==> src/rtl/spi_seq_fsm.sv <==
// Per-bit SPI state tracker with programmable pattern matcher,
// saturating match counter and consecutive-ones run counter.
module spi_seq_fsm #(
    parameter int STATE_W = 8,
    parameter int PAT_LEN = 8,
    parameter int CNT_W   = 16,
    localparam int LEN_W  = $clog2(PAT_LEN + 1)
) (
    input  logic               i_Clk,
    input  logic               i_Rst,
    input  logic               i_Valid,
    input  logic               i_Signal,
    input  logic               i_Clear,
    input  logic [PAT_LEN-1:0] i_Pattern,
    input  logic [LEN_W-1:0]   i_PatLen,
    output logic [STATE_W-1:0] o_State,
    output logic               o_StateValid,
    output logic               o_Match,
    output logic [CNT_W-1:0]   o_MatchCount,
    output logic [CNT_W-1:0]   o_OnesRun
);

    typedef enum logic [STATE_W-1:0] {
        IDLE    = STATE_W'(0),
        STATE_1 = STATE_W'(1),
        STATE_2 = STATE_W'(2),
        STATE_3 = STATE_W'(3)
    } state_t;

    localparam logic [LEN_W-1:0] PAT_MAX = LEN_W'(PAT_LEN);
    localparam logic [CNT_W-1:0] CNT_MAX = '1;

    state_t             state;
    state_t             nxt_state;
    logic               legal;
    logic [PAT_LEN-1:0] hist;
    logic [PAT_LEN-1:0] new_hist;
    logic [LEN_W-1:0]   bit_cnt;
    logic [LEN_W-1:0]   new_cnt;
    logic [LEN_W-1:0]   eff_len;
    logic               pat_eq;
    logic               hit;

    generate
        if (PAT_LEN > 1) begin : g_shift
            assign new_hist = {hist[PAT_LEN-2:0], i_Signal};
        end else begin : g_single
            assign new_hist = i_Signal;
        end
    endgenerate

    always_comb begin
        nxt_state = IDLE;
        legal     = 1'b1;
        unique case (state)
            IDLE:    nxt_state = i_Signal ? STATE_1 : STATE_2;
            STATE_1: nxt_state = i_Signal ? STATE_3 : STATE_2;
            STATE_2: nxt_state = i_Signal ? STATE_1 : STATE_2;
            STATE_3: nxt_state = i_Signal ? STATE_1 : STATE_2;
            default: legal     = 1'b0;
        endcase
    end

    always_comb begin
        new_cnt = (bit_cnt == PAT_MAX) ? bit_cnt : bit_cnt + LEN_W'(1);
        eff_len = (i_PatLen > PAT_MAX) ? PAT_MAX : i_PatLen;
        pat_eq  = 1'b1;
        for (int i = 0; i < PAT_LEN; i++) begin
            if (i < int'(eff_len) && new_hist[i] != i_Pattern[i]) begin
                pat_eq = 1'b0;
            end
        end
        hit = (eff_len != '0) && (new_cnt >= eff_len) && pat_eq;
    end

    always_ff @(posedge i_Clk or posedge i_Rst) begin
        if (i_Rst) begin
            state        <= IDLE;
            hist         <= '0;
            bit_cnt      <= '0;
            o_StateValid <= 1'b0;
            o_Match      <= 1'b0;
            o_MatchCount <= '0;
            o_OnesRun    <= '0;
        end else if (i_Clear) begin
            state        <= IDLE;
            hist         <= '0;
            bit_cnt      <= '0;
            o_StateValid <= 1'b0;
            o_Match      <= 1'b0;
            o_MatchCount <= '0;
            o_OnesRun    <= '0;
        end else begin
            o_StateValid <= 1'b0;
            o_Match      <= 1'b0;
            // A corrupted state recovers to IDLE without consuming a bit
            if (!legal) begin
                state <= IDLE;
            end else if (i_Valid) begin
                state        <= nxt_state;
                hist         <= new_hist;
                bit_cnt      <= new_cnt;
                o_StateValid <= 1'b1;
                if (!i_Signal) begin
                    o_OnesRun <= '0;
                end else if (o_OnesRun != CNT_MAX) begin
                    o_OnesRun <= o_OnesRun + CNT_W'(1);
                end
                if (hit) begin
                    o_Match <= 1'b1;
                    if (o_MatchCount != CNT_MAX) begin
                        o_MatchCount <= o_MatchCount + CNT_W'(1);
                    end
                end
            end
        end
    end

    assign o_State = state;

endmodule

==> config.mk <==
export PLATFORM = sky130hd
export DESIGN_NAME = spi_seq_fsm
export DESIGN_NICKNAME = d
export VERILOG_FILES = /design/src/rtl/spi_seq_fsm.sv
export SDC_FILE = /design/constraint.sdc
export NUM_CORES = 1
export LEC_CHECK = 0
export BUFFER_PORTS_ARGS = -buffer_cell sky130_fd_sc_hd__buf_2
export CAP_MARGIN = 10
export CORE_MARGIN = 10
export CORE_UTILIZATION = 40
export DETAILED_ROUTE_END_ITERATION = 12
export PLACE_DENSITY_LB_ADDON = 0.1
export RECOVER_POWER = 100
export SYNTH_ARGS = -nofsm -noshare
export SYNTH_HDL_FRONTEND = slang
export SYNTH_SLANG_ARGS = --single-unit
==> constraint.sdc <==
create_clock -name i_Clk -period 3.05 [get_ports i_Clk]
set_input_delay 0.61 -clock i_Clk [delete_from_list [all_inputs] [get_ports i_Clk]]
set_output_delay 0.61 -clock i_Clk [all_outputs]
set_load 0.02 [all_outputs]
==> flow_summary.ini <==
[logic_synthesis]
yosys_warnings = 0
synth_flop_cell = dfrtp_1
syn_area_per_cell_um2 = 9.12
synth_xor_area_frac = 0.0689
yosysTopAreaCellShare = 0.440
ys_types = 40
synth_mux_area_frac = 0.0342
synth_compound_area_frac = 0.132
netlist_area_um2 = 2670
async_reset_ff_frac = 1.00
synth-seq-area-share = 0.440
synthTopCellsByArea = dfrtp_1 44%, nor2_1 4.5%, ha_1 3.7%
synth-simple-area-share = 0.242
synth_edf_count = 0
synth_adder_area_share = 0.0375
synth_top_area_cell = dfrtp_1
synthCells = 293
synth_top_family_by_area = simple AND/OR/NAND/NOR gates
ys_ff_latch = 47

[die]
coreArea_um2 = 6420
die_height_um = 102
die_x_um = 102
fp-row-count = 29
start_util = 0.416
pin_count = 59
dieArea_um2 = 10300

[routing]
dr.pass1.iters = 4
via_per_inst = 5.35
ant_nets = 0
vias = 2258
drt_wl_total_mm = 6.35
drt_iter0_markers = 82
drc = 0
avgRoutedWirePerCell_um = 15.0

[global_route]
antenna_found_initial = 0
grt_overflow_total = 0
grt_pass1_vias = 2276
grt_usage = 0.126
grt_pass1_wl_mm = 10.7
grt_max_degree = 48

[timing]
grt_setup_unrepaired = false
fmax_mhz = 372
drv_slew = 0
min_period_over_period = 0.881
final_hold_viol_count = 0
tns_ps = 0
setup_violations = 0
worst_pin_slew_ps = 1460
period_minus_slack_ps = 2690
slew_headroom = 0.0253
clock_skew_ps = 6.07

[critical_path]
r2r-start = bit_cnt[0]$_DFFE_PP0P_
r2r_cells = 13
max_stage_delay_ps = 480
cp.buffers_inverters = 2
cp-end-kind = register
crit_top_cell = ha_1
critical_path_peak_fanout = 30
r2r_end = o_MatchCount[7]$_DFFE_PP0P_
arrival_ps = 2890
endpoint = o_MatchCount[7]$_DFFE_PP0P_
reg2reg_setup_slack_ps = 360
cp-start-kind = register
path_class = reg2reg
path_depth = 13
cpMaxStageDelayCell = or4_1
critPathRequiredTime_ps = 3260
crit_start = bit_cnt[0]$_DFFE_PP0P_
critical-path-top-delay-family = simple AND/OR/NAND/NOR gates
crit_chain = inv_1 > ha_1 > nand2_1 > nor2_1 > xnor2_1 > ha_1 > nand2b_1 > a211oi_1 > o21bai_1 > nand4_1 > buf_4 > or4_1 > a21oi_1

[place]
dp_hpwl_mm = 4.50
gp_congestion = 0.731
portBuffers = 52

[power_and_ir_drop]
peakVddDrop_uv = 160
power.total_mw = 1.18
p_leak_nw = 1.27
powerDensity_nw_per_um2 = 387

[final_layout]
final_net_count = 369
final.fill_count = 669
n_antenna_cell = 0
fin_util = 0.473
area_delta_synth_final_pct = 13.8
drive_gt1_frac = 0.0812

[clock_tree]
cts_resized = 0
clk-insertion-delay-late_ps = 300
clkTransAtPathRegs_ps = 90
cts-htree-levels = 2
cts_hold_buffers = 0
clk_path_buf_depth = 2
cts_setup_buffers = 0
numCtsBuffers = 5
cts-root-buf = clkbuf_8
cts_sinks = 47
cts_tree = yes

[job]
max_cap_viol_count = 0

[min_path]
hold_class = reg2reg
whs_path_depth = 1

[status]
status = finished, final reports clean
-- kinds of logic after synthesis --
kind of cell	after synthesis
XOR/XNOR	21
AO/OA/AOI/OAI	57
flip-flops	47
other	1
buffers and inverters	25
multiplexers	9
adder cells (fa/ha/maj)	8
AND/OR/NAND/NOR	125
-- registers in the layout, indices dropped and copies added (netlist names) --
register / count
o_MatchCount: 16
bit_cnt: 4
o_State: 2
o_Match: 1
o_StateValid: 1
o_OnesRun: 16
hist: 7
-- final cells by class --
cell class                      instances  area (um^2)  share of cell area
Inverter                                7         26.3             0.00864
Timing Repair Buffer                   57          245              0.0807
Sequential cell                        47         1180               0.387
Tap cell                               77         96.3              0.0317
Multi-Input combinational cell        226         1400               0.459
Clock buffer                            8          100              0.0329
-- how the worst min path moves through the flow --
stage / end / from
after floorplan: hist[6]$_DFFE_PP0P_ / hist[6]$_DFFE_PP0P_
after global placement: o_OnesRun[5]$_DFFE_PP0P_ / o_OnesRun[5]$_DFFE_PP0P_
after detailed placement: o_OnesRun[5]$_DFFE_PP0P_ / o_OnesRun[5]$_DFFE_PP0P_
after CTS: bit_cnt[2]$_DFFE_PP0P_ / i_Rst
after global routing: o_OnesRun[5]$_DFFE_PP0P_ / o_OnesRun[5]$_DFFE_PP0P_
final: o_OnesRun[5]$_DFFE_PP0P_ / o_OnesRun[5]$_DFFE_PP0P_
-- cells in the final DEF (no fill, tap or decap), types with 2 or more instances in the layout --
master	instances
nor2_1	32
o31ai_1	11
nand3b_1	2
dfrtp_1	47
ha_1	8
nand2_1	24
clkbuf_8	7
nand2b_1	7
mux2i_1	8
conb_1	6
inv_1	6
a31oi_1	3
and3_1	5
nor2b_1	5
nor4_1	2
nand4_1	5
clkbuf_1	39
a21oi_1	19
buf_2	15
a211oi_1	2
o21ai_0	15
nand3_1	13
or4_1	10
and4_1	4
or3_1	6
xnor2_1	11
nor3_1	7
xor2_1	10
buf_4	3
-- layer usage --
metal	GRT usage	part of all wire	wire (um)	up-vias
li1	-	-	-	1135
met1	0.155	0.46	2920	1072
met2	0.213	0.49	3120	42
met3	0.0300	0.038	243	9
met4	0.0396	0.010	65	0
met5	0	0	0	-
-- cell usage after synthesis (6+ instances only) --
| library cell | number |
|---|---|
| inv_1 | 7 |
| ha_1 | 8 |
| mux2i_1 | 8 |
| or4_1 | 10 |
| clkbuf_1 | 10 |
| xor2_1 | 10 |
| or3_1 | 6 |
| nand3_1 | 13 |
| nor3_1 | 7 |
| xnor2_1 | 11 |
| dfrtp_1 | 47 |
| nor2_1 | 32 |
| a21oi_1 | 19 |
| buf_4 | 6 |
| o21ai_0 | 15 |
| nand2_1 | 24 |
| nand2b_1 | 7 |
| o31ai_1 | 11 |
-- stage by stage --
step	cells	area, um^2	worst slack, ps	hold slack, ps
floorplan	298	2690	447	508
global placement	414	2990	443	529
detailed placement	414	2990	361	518
CTS	422	3090	336	482
global route	422	3040	83.4	568
finish	422	3040	363	535
-- power by group --
group	switching, mW	internal (mW)
Combinational	0.0782	0.0398
Sequential	0.00771	0.630
Clock	0.212	0.207
Total	0.298	0.877
Note: power is estimated with default switching activity, not from simulation.
